## src/rtl/pcie_msg_pkg.sv

```systemverilog
// rtl/pcie_msg_pkg.sv - shared constants, key/state types and helpers for the RX queue notifier
package pcie_msg_pkg;

  localparam int NUM_Q   = 15;
  localparam int Q_BEATS = 64;
  localparam int IDX_W   = 4;
  localparam int WPTR_W  = 6;
  localparam int LEN_W   = 12;

  localparam int DBG_DROP_LSB   = 24;
  localparam int DBG_LENERR_LSB = 16;
  localparam int DBG_ALLOC_LSB  = 0;

  typedef struct packed {
    logic [7:0] src_id;
    logic       tag_owner;
    logic [2:0] tag;
  } msg_key_t;

  typedef enum logic [1:0] {
    ST_IDLE   = 2'd0,
    ST_LOOKUP = 2'd1,
    ST_UPDATE = 2'd2
  } state_e;

  function automatic logic [7:0] sat_inc8(input logic [7:0] v);
    return (v == 8'hFF) ? v : v + 8'd1;
  endfunction

endpackage

```

## src/rtl/pcie_msg_queue_lookup.sv

```systemverilog
// rtl/pcie_msg_queue_lookup.sv - combinational key match and lowest-free queue search
module pcie_msg_queue_lookup
  import pcie_msg_pkg::*;
#(
  parameter int NQ = pcie_msg_pkg::NUM_Q
) (
  input  msg_key_t                 key,
  input  msg_key_t [NQ-1:0]        keys,
  input  logic     [NQ-1:0]        alloc_valid,
  output logic                     hit,
  output logic     [IDX_W-1:0]     hit_idx,
  output logic                     free_avail,
  output logic     [IDX_W-1:0]     free_idx
);

  // Walk from the top so the lowest-numbered match/free slot is the last write.
  always_comb begin
    hit        = 1'b0;
    hit_idx    = '0;
    free_avail = 1'b0;
    free_idx   = '0;
    for (int i = NQ - 1; i >= 0; i--) begin
      if (alloc_valid[i] && (keys[i] == key)) begin
        hit     = 1'b1;
        hit_idx = IDX_W'(i);
      end
      if (!alloc_valid[i]) begin
        free_avail = 1'b1;
        free_idx   = IDX_W'(i);
      end
    end
  end

endmodule

```

## src/rtl/pcie_msg_queue_notifier.sv

```systemverilog
// rtl/pcie_msg_queue_notifier.sv - binds assembled messages to RX queues, advances write
// pointers and raises per-queue W1C interrupt status.
module pcie_msg_queue_notifier
  import pcie_msg_pkg::*;
#(
  parameter int NUM_Q   = pcie_msg_pkg::NUM_Q,
  parameter int Q_BEATS = pcie_msg_pkg::Q_BEATS
) (
  input  logic                    clk,
  input  logic                    rst,
  input  logic                    evt_valid,
  output logic                    evt_ready,
  input  logic [2:0]              evt_tag,
  input  logic                    evt_to,
  input  logic [7:0]              evt_src_id,
  input  logic [LEN_W-1:0]        evt_len,
  input  logic [31:0]             intr_clear,
  input  logic [NUM_Q-1:0]        intr_en,
  output logic [31:0]             q_intr_status,
  output logic [31:0]             q_data_wptr,
  output logic [NUM_Q*WPTR_W-1:0] q_wptr_flat,
  output logic [NUM_Q-1:0]        q_alloc_valid,
  output logic [31:0]             dbg,
  output logic                    o_msg_interrupt
);

  localparam logic [WPTR_W-1:0] WPTR_MASK = WPTR_W'(Q_BEATS - 1);

  state_e                          state_q, state_d;
  logic                            evt_ready_q, evt_ready_d;
  msg_key_t                        key_q, key_d;
  logic [LEN_W-1:0]                len_q, len_d;
  logic [IDX_W-1:0]                idx_q, idx_d;
  logic [NUM_Q-1:0]                alloc_q, alloc_d;
  logic [NUM_Q-1:0]                status_q, status_d;
  msg_key_t [NUM_Q-1:0]            keys_q, keys_d;
  logic [NUM_Q-1:0][WPTR_W-1:0]    wptr_q, wptr_d;
  logic [IDX_W-1:0]                last_idx_q, last_idx_d;
  logic [WPTR_W-1:0]               last_wptr_q, last_wptr_d;
  logic [7:0]                      drop_cnt_q, drop_cnt_d;
  logic [7:0]                      len_err_cnt_q, len_err_cnt_d;
  logic                            irq_q, irq_d;

  logic                            lk_hit, lk_free;
  logic [IDX_W-1:0]                lk_hit_idx, lk_free_idx;
  logic [WPTR_W-1:0]               wptr_next;
  logic                            len_bad;
  logic [3:0]                      alloc_cnt;
  logic [NUM_Q-1:0]                clr_vec;
  logic                            unused_clear_hi;

  assign clr_vec         = intr_clear[NUM_Q-1:0];
  assign unused_clear_hi = &{1'b0, intr_clear[31:NUM_Q]};

  pcie_msg_queue_lookup #(.NQ(NUM_Q)) u_lookup (
    .key         (key_q),
    .keys        (keys_q),
    .alloc_valid (alloc_q),
    .hit         (lk_hit),
    .hit_idx     (lk_hit_idx),
    .free_avail  (lk_free),
    .free_idx    (lk_free_idx)
  );

  assign len_bad   = (len_q == '0) || (len_q > LEN_W'(Q_BEATS));
  // A full-depth message (len == Q_BEATS) wraps back onto the same pointer.
  assign wptr_next = (wptr_q[idx_q] + len_q[WPTR_W-1:0]) & WPTR_MASK;

  always_comb begin
    alloc_cnt = '0;
    for (int i = 0; i < NUM_Q; i++) begin
      alloc_cnt = alloc_cnt + 4'(alloc_q[i]);
    end
  end

  always_comb begin
    state_d       = state_q;
    evt_ready_d   = evt_ready_q;
    key_d         = key_q;
    len_d         = len_q;
    idx_d         = idx_q;
    alloc_d       = alloc_q & ~clr_vec;
    status_d      = status_q & ~clr_vec;
    keys_d        = keys_q;
    wptr_d        = wptr_q;
    last_idx_d    = last_idx_q;
    last_wptr_d   = last_wptr_q;
    drop_cnt_d    = drop_cnt_q;
    len_err_cnt_d = len_err_cnt_q;
    irq_d         = |(status_q & intr_en);

    case (state_q)
      ST_IDLE: begin
        evt_ready_d = 1'b1;
        if (evt_valid && evt_ready_q) begin
          key_d       = '{src_id: evt_src_id, tag_owner: evt_to, tag: evt_tag};
          len_d       = evt_len;
          state_d     = ST_LOOKUP;
          evt_ready_d = 1'b0;
        end
      end
      ST_LOOKUP: begin
        if (len_bad) begin
          len_err_cnt_d = sat_inc8(len_err_cnt_q);
          state_d       = ST_IDLE;
          evt_ready_d   = 1'b1;
        end else if (lk_hit || lk_free) begin
          idx_d   = lk_hit ? lk_hit_idx : lk_free_idx;
          state_d = ST_UPDATE;
        end else begin
          drop_cnt_d  = sat_inc8(drop_cnt_q);
          state_d     = ST_IDLE;
          evt_ready_d = 1'b1;
        end
      end
      ST_UPDATE: begin
        // Applied after the clear mask so a same-cycle clear loses to the set.
        alloc_d[idx_q]  = 1'b1;
        status_d[idx_q] = 1'b1;
        keys_d[idx_q]   = key_q;
        wptr_d[idx_q]   = wptr_next;
        last_idx_d      = idx_q;
        last_wptr_d     = wptr_next;
        state_d         = ST_IDLE;
        evt_ready_d     = 1'b1;
      end
      default: begin
        state_d     = ST_IDLE;
        evt_ready_d = 1'b1;
      end
    endcase
  end

  always_ff @(posedge clk or posedge rst) begin
    if (rst) begin
      state_q       <= ST_IDLE;
      evt_ready_q   <= 1'b1;
      key_q         <= '0;
      len_q         <= '0;
      idx_q         <= '0;
      alloc_q       <= '0;
      status_q      <= '0;
      keys_q        <= '0;
      wptr_q        <= '0;
      last_idx_q    <= '0;
      last_wptr_q   <= '0;
      drop_cnt_q    <= '0;
      len_err_cnt_q <= '0;
      irq_q         <= 1'b0;
    end else begin
      state_q       <= state_d;
      evt_ready_q   <= evt_ready_d;
      key_q         <= key_d;
      len_q         <= len_d;
      idx_q         <= idx_d;
      alloc_q       <= alloc_d;
      status_q      <= status_d;
      keys_q        <= keys_d;
      wptr_q        <= wptr_d;
      last_idx_q    <= last_idx_d;
      last_wptr_q   <= last_wptr_d;
      drop_cnt_q    <= drop_cnt_d;
      len_err_cnt_q <= len_err_cnt_d;
      irq_q         <= irq_d;
    end
  end

  assign evt_ready       = evt_ready_q;
  assign q_intr_status   = {{(32-NUM_Q){1'b0}}, status_q};
  assign q_data_wptr     = {4'b0, last_idx_q, 18'b0, last_wptr_q};
  assign q_wptr_flat     = wptr_q;
  assign q_alloc_valid   = alloc_q;
  assign dbg             = {drop_cnt_q, len_err_cnt_q, 12'b0, alloc_cnt};
  assign o_msg_interrupt = irq_q;

endmodule

```

## config.mk

```make
export PLATFORM = sky130hd
export DESIGN_NAME = pcie_msg_queue_notifier
export DESIGN_NICKNAME = d
export VERILOG_FILES = /design/src/rtl/pcie_msg_pkg.sv /design/src/rtl/pcie_msg_queue_lookup.sv /design/src/rtl/pcie_msg_queue_notifier.sv
export SDC_FILE = /design/constraint.sdc
export NUM_CORES = 1
export LEC_CHECK = 0
export ABC_CLOCK_PERIOD_IN_PS = 16300
export CAP_MARGIN = 0
export CORE_MARGIN = 4
export CORE_UTILIZATION = 54
export DETAILED_ROUTE_END_ITERATION = 12
export PLACE_DENSITY = 0.85
export SYNTH_ARGS = -nofsm -noshare
export SYNTH_HDL_FRONTEND = slang
export SYNTH_SLANG_ARGS = --single-unit
```

## constraint.sdc

```tcl
create_clock -name clk -period 16.3 [get_ports clk]
set_input_delay 3.26 -clock clk [delete_from_list [all_inputs] [get_ports clk]]
set_output_delay 3.26 -clock clk [all_outputs]
set_load 0.005 [all_outputs]
```

==> results.txt, run 1 <==
The run finished with clean final reports. STA classifies the critical path endpoint as a primary output. After clock tree synthesis, the clock-pin slew on the worst setup and hold paths is 60 ps. The logs give 1283 for the violation count after the first detailed-routing iteration and 9.35 nW for the leakage dissipation. STA puts the critical path data required time at 13040 ps. For the combined area of all synthesized cells, the log shows 17700 µm². At the pin with the least slew margin, the transition time is 1240 ps. For this block, the via count after detailed routing is 13103. End-of-flow core utilization: 0.646.

For the portion of the post-synthesis area used by sequential elements, the log shows 0.506. The first-pass GRT wire length was 74600 µm. The dominant register cell in the synthesized netlist is dfrtp_1. The congestion estimate from routability-driven global placement came to 0.862. The largest driver fanout on the critical path is 7. Wires add up to 48200 µm. The total overflow reported by the global router was 0; the setup fix buffers added after clock tree synthesis was 0.

In this run the register-to-register setup slack is 11610 ps. TritonCTS built the clock tree. The fraction of layout cells with a size suffix above 1 is 0.147.

For the worst-case clock buffer depth, the log shows 3. The detail route stage leaves a number of antenna-violating nets equal to 0. The logs give 38 for the number of buffers inserted during clock tree synthesis and 32200 µm for the HPWL reported at the end of detailed placement. The relative slew slack was 0.171; the final critical delay including setup and external delays was 7940 ps. For the data arrival time of the critical path, the log shows 4680 ps. The run gives 0 as the number of endpoints with negative hold slack in the final report.

For this run, the detailed router's first-pass iteration total came to 5. For this design the top-level I/O count stands at 277. Setup violations remaining at the end of the flow were counted as 0.

The tools report the clock tree skew after final layout as 24.5 ps. The run gives 2318 as the final-layout fill cell count. The initial standard-cell utilization of the core was 0.545.

The setup path with the least slack is of type reg2out. The total negative slack is 0 ps. Post-detailed-route wirelength per cell: 21.3 µm. The remaining design rule violation count was 0; the synthesized area divided by synthesized cell count was 10.9 µm². The post-synthesis sequential element count was 358. The number of different library cells used by synthesis comes to 65.

Overall fraction of global-route tracks in use: 0.265. The run gives 0 as the post-cts repair resize count. Top-area cell type share of the netlist area: 0.505. The floorplan die width works out to 189 µm.

Path type of the worst min-delay path: reg2reg. The power per standard cell area was 115 nW/µm². For the via count of the first global-routing pass, the log shows 13402. The final clock period utilization by the worst path was 0.487; the highest ir drop seen on vdd was 0.0873 mV.

The hold buffer count at CTS was 0; the number of enable flip-flop cells after synthesis was 0. The share of flip-flops with an asynchronous set or reset after synthesis was 1.00. The area growth from synthesis to layout is 18.5%. For this design the total switching power over the nets is 0.726 mW. Using the TritonRoute via totals, the vias-per-cell ratio works out to 5.78. The floorplan step defined a die boundary enclosing 35700 µm². Max-cap violations in this run came to 0.

Setup repair after global routing left no endpoint under its margin. The final layout net count came out at 1888. The die span in y was 189 µm; the proportion of total power due to net switching was 0.301. The number of warnings printed during yosys synthesis came out at 0. The nature of the critical path startpoint is a flop. At the later pin of the worst-skew pair, clock insertion delay measures 530 ps.

The run gives 358 as the TritonCTS sink count. The largest total area in the synthesized netlist belongs to dfrtp_1. The root buffer cell chosen for the clock tree is clkbuf_16.

The core footprint came out at 32500 µm². For the total count of max-transition violations in the final report, the log shows 0. Port buffering added 208 buffers. The logs give 0.223 for the fraction of power consumed by combinational cells and 0.419 for the portion of total power attributed to sequential cells. The pin count of the biggest net entering global routing is 148, and the cell count after synthesis is 1625. Yosys attributes the largest share of cell area to dfrtp_1 (50%), xnor2_1 (8.9%), mux2_2 (8.4%). The H-tree generated during clock tree synthesis spans 2 levels. The internal power of the cells totals 1.68 mW. The fraction of power consumed by the clock network is 0.358, and the number of cell rows is 66. The logs give 0 for the number of antenna violations at the first check in global routing and 0.126 GHz for the maximum clock rate.
==> worst max-delay path, cell delays in order (launching register included) <==
cell and delay, ps:
dfrtp_1 490, fa_1 550, inv_1 70, fa_1 540
fa_1 440, fa_1 490, inv_1 50, fa_1 410
fa_1 410, xor2_1 150, clkdlybuf4s50_1 550
==> sequential cells by signal, indices dropped and copies added, names as in the netlist <==
register / count
state_q: 2
q_wptr_flat: 90
keys_q: 180
drop_cnt_q: 8
evt_ready: 1
idx_q: 4
len_err_cnt_q: 8
last_idx_q: 4
len_q: 12
status_q: 15
last_wptr_q: 6
q_alloc_valid: 15
o_msg_interrupt: 1
key_q: 12
==> through the flow <==
step	setup WS [ps]	instances	cell area [µm²]	hold slack [ps]	total power [mW]
after floorplan	3110	1675	17900	465	1.42
after global placement	9000	2196	19700	461	1.53
after detailed placement	8910	2196	19700	475	1.55
after CTS	8370	2264	21000	490	2.41
after global routing	8230	2264	21000	517	2.50
final	8360	2265	21000	487	2.41
==> cells by family after synthesis <==
family / share of synthesized area
and+or+nand+nor: 0.126
DFF: 0.506
buffers and inverters: 0.0692
AOI/OAI and AO/OA: 0.0646
xor gates and xnor gates: 0.0975
muxes: 0.118
adders and majority gates: 0.0188
other: 0.000212
==> area by class of cell <==
type	count	area [µm²]	area share
inverter	51	199	0.00949
timing repair buffer	236	2290	0.109
clock buffer	58	1180	0.0562
antenna	1	2.50	0.000119
tap	442	553	0.0264
multi-input combinational	1109	7700	0.367
clock inverter	10	82.6	0.00394
sequential	358	8960	0.427
==> per-layer routing <==
| layer | global-route usage | part of all wire | vias up |
|---|---|---|---|
| li1 | - | - | 5713 |
| met3 | 0.0459 | 0.095 | 143 |
| met4 | 0.102 | 0.039 | 0 |
| met2 | 0.450 | 0.49 | 743 |
| met1 | 0.343 | 0.38 | 6504 |
| met5 | 0 | 0 | - |
==> worst paths after layout <==
check / start / end / cells past startpoint
max: q_alloc_valid[3] / dbg[2] / 10
min: last_idx_q[3] / last_idx_q[3] / 2
max reg2reg: idx_q[0] / last_wptr_q[5] / 16
min reg2reg: last_idx_q[3] / last_idx_q[3] / 2
max in group asynchronous: rst / last_wptr_q[0] / 4
min in group asynchronous: rst / drop_cnt_q[3] / 2
==> cell usage after synthesis, types with 6 or more instances <==
| cell | count |
|---|---|
| buf_4 | 65 |
| nor3_1 | 7 |
| mux2_2 | 132 |
| mux4_2 | 22 |
| buf_6 | 13 |
| o21ai_0 | 152 |
| mux2i_1 | 6 |
| clkbuf_1 | 66 |
| inv_1 | 51 |
| xnor2_1 | 179 |
| and3_1 | 8 |
| nand3_1 | 29 |
| nand4_1 | 43 |
| nor2b_1 | 10 |
| xor2_1 | 18 |
| a21oi_1 | 11 |
| fa_1 | 11 |
| nor2_1 | 14 |
| nand2b_1 | 8 |
| ha_1 | 9 |
| nor4_2 | 12 |
| dfrtp_1 | 357 |
| nand2_1 | 329 |
==> placed cells by master (no fill, tap or decap), types with 5 or more instances in the layout <==
cell type and n:
nor4_2 12, inv_1 50, clkbuf_8 13, clkbuf_16 39, nand2_1 329, nor2b_1 10
fa_1 11, a21oi_1 11, nor4_1 5, mux2i_1 6, clkbuf_1 6, mux4_2 22
ha_1 9, clkinv_2 7, a211oi_1 5, xnor2_1 179, buf_4 28, mux2_2 132
and3_1 8, o21ai_0 152, xor2_1 18, conb_1 51, nand2b_1 8, clkdlybuf4s50_1 208
nor2_1 14, a21o_1 5, nand3_1 29, nor3_1 7, dfrtp_1 356, nand4_1 43
==> power groups by stage <==
stage	Combinational [mW]	Clock, mW	Sequential (mW)
2_1_floorplan	0.431	0	0.991
3_3_place_gp	0.515	0	1.02
3_5_place_dp	0.529	0	1.02
4_1_cts	0.537	0.868	1.01
5_1_grt	0.579	0.907	1.01
6_report	0.537	0.863	1.01
Note: power is estimated with default switching activity, not from simulation.
==> run 2: changes to the inputs <==
--- a/config.mk
+++ b/config.mk
@@ -5,12 +5,12 @@
 export SDC_FILE = /design/constraint.sdc
 export NUM_CORES = 1
 export LEC_CHECK = 0
-export ABC_CLOCK_PERIOD_IN_PS = 16300
+export ABC_CLOCK_PERIOD_IN_PS = 7200
 export CAP_MARGIN = 0
 export CORE_MARGIN = 4
-export CORE_UTILIZATION = 54
+export CORE_UTILIZATION = 49
 export DETAILED_ROUTE_END_ITERATION = 12
-export PLACE_DENSITY = 0.85
+export PLACE_DENSITY = 0.82
 export SYNTH_ARGS = -nofsm -noshare
 export SYNTH_HDL_FRONTEND = slang
 export SYNTH_SLANG_ARGS = --single-unit
==> constraint.sdc (replaced) <==
create_clock -name clk -period 7.2 [get_ports clk]
set_input_delay 1.44 -clock clk [delete_from_list [all_inputs] [get_ports clk]]
set_output_delay 1.44 -clock clk [all_outputs]
set_load 0.005 [all_outputs]
==> run 2 against run 1 <==
Clock skew down 13 ps. First-iteration DRC count down 19%. Combinational power up 110%. Sequential cell count unchanged. Non-clock buffer count down 3. Final cell count up 0.49%. Clock-buffer cell count down 5. Clock power up 130%. Worst hold slack worse by 5.4 ps. Die area up 9.8%. Wire length down 1.8%. Cell area up 0.11%. Highest routed layer unchanged.
==> results.txt, run 2 (same netlist as run 1, synthesis figures left out) <==
The final antenna diode count was 0 (-1); the CTS H-tree depth was 2 (unchanged). The worst setup path is captured at a primary output. First-pass GRT wire length: 73100 µm (-2.1%). The run gives 277 (unchanged) as the I/O pin count.

The total number of vias is 12801 (-2.3%), and the clock latency on the worst-skew pair is 510 ps (-20 ps). The via count of the first global-routing pass was 13131 (-2.0%). Data arrival time of the critical path: 4570 ps (-110 ps). Capturing point of the worst reg2reg path: q_wptr_flat[59]. For the non-filler instance count after layout, the log shows 2276 (+0.49%). The proportion of total power due to net switching is 0.298 (-0.00334), and the relative slew slack is 0.0994 (-0.0714). Register with the most flip-flops: keys_q.

Max-capacitance violation count: 0 (unchanged). The run gives 32300 µm (+0.26%) as the HPWL reported at the end of detailed placement. Among cell families on the critical path, the largest total delay comes from adder cells.

The run gives 8960 µm² (about the same) as the area used by sequential logic in the layout. The number of cells on the critical path was 10 (unchanged); the peak per-stage delay on the critical path was 550 ps (about the same). Compared with the post-synthesis result, the final layout area differs by 18.7%.

The tools report the net switching power as 1.62 mW (+120%). Final setup violation count: 0 (unchanged). The number of buffers inserted during clock tree synthesis came out at 36 (-5.3%). The tools report the worst hold path endpoint as last_wptr_q[0]. For the highest ir drop seen on vdd, the log shows 0.211 mV (+140%).

The multi-input combinational cell area came out at 7710 µm² (about the same). The dominant cell type by count on the critical path is fa_1. The critical path is of the reg2out type. The largest driver fanout on the critical path works out to 6 (-1). The tools report the core footprint as 35600 µm² (+9.6%).

The die span in y is 198 µm (+4.8%), and the fraction of power consumed by the clock network is 0.358 (about the same). The number of endpoints with negative hold slack in the final report is 0 (unchanged). The detailed-route vias per instance works out to 5.62 (-2.8%). The run gives 0.497 (-0.0477) as the initial standard-cell utilization of the core. Leaving out fill and tap cells, the most frequent cells in the layout are dfrtp_1 (353), nand2_1 (329), clkdlybuf4s50_1 (208). Leaving out fill and tap cells, the most frequent cell in the layout is dfrtp_1. The clock-pin slew on the worst setup and hold paths is 60 ps (about the same), and the fraction of power consumed by combinational cells is 0.205 (-0.018). Total overflow reported by the global router: 0 (unchanged). For the leakage dissipation, the log shows 9.33 nW (-0.23%). Subtracting the final worst setup slack from the clock period gives 6010 ps. The tools report the total cell area at the placement stage as 19700 µm² (+0.13%). The total count of max-transition violations in the final report was 0 (unchanged). The iteration count of the initial detailed-routing pass came out at 5 (unchanged).

The run gives 0 (unchanged) as the remaining design rule violation count. The post-placement cell count is 2212 (+0.73%), and the aggregate routed wire length is 47300 µm (-1.8%). Startpoint of the worst register-to-register path: idx_q[0]. The total negative slack was 0 ps (unchanged); the number of cells traversed by the worst register-to-register path was 13 (-3). The library cell contributing the largest single delay on the critical path is clkdlybuf4s50_1. The logs give 1883 (-0.26%) for the final layout net count and 358 (unchanged) for the TritonCTS sink count. Hold buffer count at CTS: 0 (unchanged). The tools report the number of antenna violations at the first check in global routing as 0 (unchanged). Derived from the worst setup path, the maximum achievable clock frequency is 0.166 GHz.

The tools report the post-cts repair resize count as 0 (unchanged). Setup repair after global routing left no endpoint under its margin. The tools report the number of cell rows as 69 (+4.5%). The number of cells on the worst hold path is 2 (unchanged). The worst endpoint required time was 5760 ps (-7280 ps); the flip-flop count of the largest register, all copies and words added was 180 (unchanged). The violation count after the first detailed-routing iteration is 1043 (-19%), and the overall fraction of global-route tracks in use is 0.237 (-0.0284). The tree is rooted in a clkbuf_16. For the slack of the worst reg-to-reg path, the log shows 2240 ps (-9370 ps). In this run the worst hold path is classified as reg2reg.

The power per standard cell area was 259 nW/µm² (+130%); the pin count of the biggest net entering global routing was 195 (+32%). The beginning of the worst hold path is last_wptr_q[0]. For the final-layout fill cell count, the log shows 2715 (+17%).

The setup fix buffers added after clock tree synthesis is 0 (unchanged). The post-detailed-route wirelength per cell was 20.8 µm (-2.3%). The final weighted congestion in routability-driven placement is 0.859 (-0.26%). Final instance area: 21000 µm² (+0.11%). For the clock tree skew after final layout, the log shows 11.6 ps (-12.9 ps). The critical path goes through fa_1 > inv_1 > fa_1 > fa_1 > fa_1 > inv_1 > fa_1 > fa_1 > xor2_1 > clkdlybuf4s50_1.

The count of antenna-violating nets left after detailed routing was 0 (unchanged). The nature of the critical path startpoint is a flop. The fraction of layout cells with a size suffix above 1 is 0.147 (+0.000565).

TritonCTS built the clock tree. The slew at the pin closest to its max-slew limit is 1350 ps (+107 ps), and the floorplan die width is 198 µm (+4.8%). The number of I/O port buffers was 208 (unchanged); the die outline area was 39200 µm² (+9.8%).

The buffer and inverter count on the worst path was 3 (unchanged); the cell-internal power was 3.82 mW (+130%). The flow ran to the end, and the final reports show no timing, DRC or antenna violations. Final clock period utilization by the worst path: 0.835.

The tools report the worst-case clock buffer depth as 3 (unchanged). For the portion of total power attributed to sequential cells, the log shows 0.437 (+0.018).
run 2: routing by layer:
metal	GRT usage	vias up	wire [µm]
met3	0.0575	130	4320
met4	0.105	0	2150
li1	-	5688	-
met5	0	-	0
met2	0.387	586	22500
met1	0.301	6397	18300
run 2: worst max-delay path by stage:
stage	start	slack (ps)	end
6_report	q_alloc_valid[1]	1190	dbg[2]
5_1_grt	q_alloc_valid[7]	1020	dbg[2]
4_1_cts	q_alloc_valid[0]	1170	dbg[2]
3_5_place_dp	q_alloc_valid[0]	1720	dbg[2]
3_3_place_gp	q_alloc_valid[0]	1730	dbg[2]
2_1_floorplan	rst	960	drop_cnt_q[0]
run 2: layout make-up:
class,count,share of cell area
clock inverter,11,0.00644
multi-input combinational,1109,0.367
inverter,51,0.00930
sequential,358,0.427
tap,461,0.0275
timing repair buffer,233,0.109
clock buffer,53,0.0532
run 2: power groups by stage:
| stage | combinational [mW] | clock, mW | sequential [mW] |
|---|---|---|---|
| 2_1_floorplan | 0.977 | 0 | 2.24 |
| 3_3_place_gp | 1.07 | 0 | 2.39 |
| 3_5_place_dp | 1.10 | 0 | 2.40 |
| 4_1_cts | 1.11 | 1.97 | 2.37 |
| 5_1_grt | 1.21 | 2.06 | 2.40 |
| 6_report | 1.12 | 1.95 | 2.38 |
run 2: worst min-delay path, delay by kind of cell, from the launching register on:
family | cells | cell delay [ps]
flip-flops | 1 | 340
AND/OR/NAND/NOR | 2 | 110
run 2: per-stage QoR:
step | setup WS (ps) | hold WS [ps] | utilization | total power [mW]
floorplan | 963 | 465 | - | 3.22
global placement | 1730 | 464 | 0.555 | 3.46
detailed placement | 1720 | 470 | 0.555 | 3.51
CTS | 1170 | 485 | 0.590 | 5.46
global route | 1020 | 511 | 0.590 | 5.67
finish | 1190 | 481 | 0.590 | 5.44
==> run 3: changes to the inputs <==
--- a/config.mk
+++ b/config.mk
@@ -5,12 +5,12 @@
 export SDC_FILE = /design/constraint.sdc
 export NUM_CORES = 1
 export LEC_CHECK = 0
-export ABC_CLOCK_PERIOD_IN_PS = 7200
+export ABC_CLOCK_PERIOD_IN_PS = 6120
 export CAP_MARGIN = 0
 export CORE_MARGIN = 4
-export CORE_UTILIZATION = 49
+export CORE_UTILIZATION = 54
 export DETAILED_ROUTE_END_ITERATION = 12
-export PLACE_DENSITY = 0.82
+export PLACE_DENSITY = 0.85
 export SYNTH_ARGS = -nofsm -noshare
 export SYNTH_HDL_FRONTEND = slang
 export SYNTH_SLANG_ARGS = --single-unit
==> constraint.sdc (replaced) <==
create_clock -name clk -period 6.12 [get_ports clk]
set_input_delay 1.224 -clock clk [delete_from_list [all_inputs] [get_ports clk]]
set_output_delay 1.224 -clock clk [all_outputs]
set_load 0.005 [all_outputs]
==> run 3 against run 2 <==
Clock skew increased by 13 ps. Wire length barely moved. Final cell count fell by 0.62%. Die area shrank 8.9%. Critical endpoint unchanged. Highest routed layer unchanged. Utilization grew 5.5 points. Sequential power rose by 16%.
==> results.txt, run 3 (same netlist as run 1, synthesis figures left out) <==
The pin count of the biggest net entering global routing is 187 (-4.1%). The final clock period utilization by the worst path was 0.943. Category of the worst setup path capture point: a primary output. The tools report the post-cts repair resize count as 0 (unchanged). The run gives 0 (unchanged) as the total overflow reported by the global router.

The slew at the pin closest to its max-slew limit is 1280 ps (-69.0 ps), and the remaining design rule violation count is 0 (unchanged). The met3 usage is 0.0485 (-0.00902), and the total number of vias is 12943 (+1.1%). The final layout net count is 1888 (+0.27%).

The flip-flop count of the largest register, all copies and words added was 180 (unchanged). For the final setup violation count, the log shows 0 (unchanged). The cell sitting at the root of the clock tree is a clkbuf_16.

Final-layout fill cell count: 2367 (-13%). In this run the worst setup path begins at q_alloc_valid[0]. The worst-case clock buffer depth came out at 3 (unchanged). The slack of the critical path came out at 350 ps (-835 ps). The flow ran to the end, and the final reports show no timing, DRC or antenna violations. The run gives 0 (unchanged) as the max-capacitance violation count.

TritonCTS built the clock tree. The run gives 38 (+5.6%) as the number of buffers inserted during clock tree synthesis. The worst-case setup slack after placement was 894 ps (-823 ps). The register with the most flip-flops is keys_q. The detailed-route vias per instance is 5.72 (+1.7%). The tools report the number of endpoints with negative hold slack in the final report as 0 (unchanged). The logs give 0.261 (+0.0243) for the overall fraction of global-route tracks in use and 1126 (+8.0%) for the violation count after the first detailed-routing iteration.

I/O pin count: 277 (unchanged). The tools report the nature of the critical path startpoint as a flop. The met2 global-route usage is 0.438 (+0.0511). The tools report the CTS H-tree depth as 2 (unchanged). The multi-input combinational cell area is 7700 µm² (about the same). Fraction of layout cells with a size suffix above 1: 0.142 (-0.00480). Compared with the post-synthesis result, the final layout area differs by 18.4%.

The worst register-to-register path begins at idx_q[0]. For the TritonCTS sink count, the log shows 358 (unchanged). The number of cells on the worst hold path works out to 2 (unchanged).

The clock tree skew after final layout came out at 24.6 ps (+12.9 ps). The die outline area was 35700 µm² (-8.9%); the number of antenna violations at the first check in global routing was 0 (unchanged). The run gives 0.145 (+0.0461) as the relative slew slack. In the layout the commonest cells are dfrtp_1 (357), nand2_1 (329), clkdlybuf4s50_1 (208). The count of antenna-violating nets left after detailed routing is 0 (unchanged).

For the setup fix buffers added after clock tree synthesis, the log shows 0 (unchanged). The tools report the end-of-flow core utilization as 0.646 (+0.0555). The die span in y was 189 µm (-4.6%); the initial standard-cell utilization of the core was 0.545 (+0.0477).

The run gives 9.32 nW (about the same) as the leakage dissipation. The final instance area is 21000 µm² (-0.18%). In this run the critical register-to-register path is captured at q_wptr_flat[53]. The HPWL reported at the end of detailed placement came out at 32000 µm (-0.95%).

The clock latency on the worst-skew pair is 530 ps (+20 ps), and the core footprint is 32500 µm² (-8.8%). The run gives 8960 µm² (about the same) as the area used by sequential logic in the layout. For the total count of max-transition violations in the final report, the log shows 0 (unchanged). The via count of the first global-routing pass is 13275 (+1.1%), and the power per standard cell area is 304 nW/µm² (+17%).

For the total negative slack, the log shows 0 ps (unchanged). The most critical setup path has its endpoint at dbg[2]. The run gives 0.902 (+5.0%) as the final weighted congestion in routability-driven placement.

The total design power is 6.37 mW (+17%), and the slack of the worst reg-to-reg path is 1260 ps (-980 ps). The clock-pin slew on the worst setup and hold paths was 60 ps (about the same). First-pass GRT wire length: 73900 µm (+1.1%). Leading cell type in the layout, fill and taps excluded: dfrtp_1. The highest ir drop seen on vdd came out at 0.213 mV (+0.90%). The post-detailed-route wirelength per cell works out to 20.9 µm (+0.55%). The number of I/O port buffers is 208 (unchanged), and the final antenna diode count is 0 (unchanged). The global routing's busiest layer was met2. The worst endpoint required time was 4900 ps (-860 ps). The met1 usage was 0.340 (+0.0393). The tightest min-delay check is of the reg2reg type.

The total cell area at the placement stage was 19700 µm² (about the same); the data arrival time of the critical path was 4550 ps (-20 ps). The number of cells traversed by the worst register-to-register path is 13 (unchanged). The floorplan die width was 189 µm (-4.6%); the iteration count of the initial detailed-routing pass was 5 (unchanged). Static timing analysis puts the maximum clock frequency at 0.173 GHz. The kind of critical path was reg2out. The hold buffer count at CTS is 0 (unchanged), and the final critical delay including setup and external delays is 5770 ps. Setup repair after global routing left no endpoint under its margin. The aggregate routed wire length is 47200 µm (about the same). The tools report the number of cell rows as 66 (-4.3%). The largest driver fanout on the critical path was 5 (-1).
## run 3: power by group
part	switching (mW)	internal, mW	total [mW]
registers	0.252	2.51	2.76
clock network	0.925	1.33	2.25
logic	0.751	0.610	1.36
total	1.93	4.44	6.37
## run 3: layout make-up
| type | instances | share of cell area |
|---|---|---|
| clock buffer | 59 | 0.0545 |
| clock inverter | 7 | 0.00406 |
| inverter | 51 | 0.00932 |
| multi-input combinational | 1109 | 0.368 |
| sequential | 358 | 0.428 |
| tap | 442 | 0.0264 |
| timing repair buffer | 236 | 0.111 |
## run 3: through the flow
stage / instances / hold slack, ps
global route: 2262 / 518
global placement: 2196 / 467
CTS: 2262 / 481
finish: 2262 / 482
floorplan: 1675 / 465
detailed placement: 2196 / 466
## run 3: how the worst min path moves through the flow
stage	from	slack [ps]	endpoint
floorplan	keys_q[179]	470	keys_q[179]
global placement	last_idx_q[3]	470	last_idx_q[3]
detailed placement	last_idx_q[3]	470	last_idx_q[3]
CTS	last_idx_q[3]	480	last_idx_q[3]
global route	keys_q[176]	520	keys_q[176]
finish	last_idx_q[3]	480	last_idx_q[3]
## run 3: per-layer routing
layer	share of wire	wire [µm]	vias to the layer above
met4	0.037	1760	0
met2	0.49	23100	666
met3	0.083	3930	137
li1	-	-	5684
met1	0.39	18400	6456
met5	0	0	-
## run 3: worst max-delay path, stage by stage, from the launching register on
cell	delay, ps
dfrtp_1	430
fa_1	560
inv_1	50
fa_1	530
fa_1	450
fa_1	490
inv_1	60
fa_1	400
fa_1	390
xor2_1	150
clkdlybuf4s50_1	520
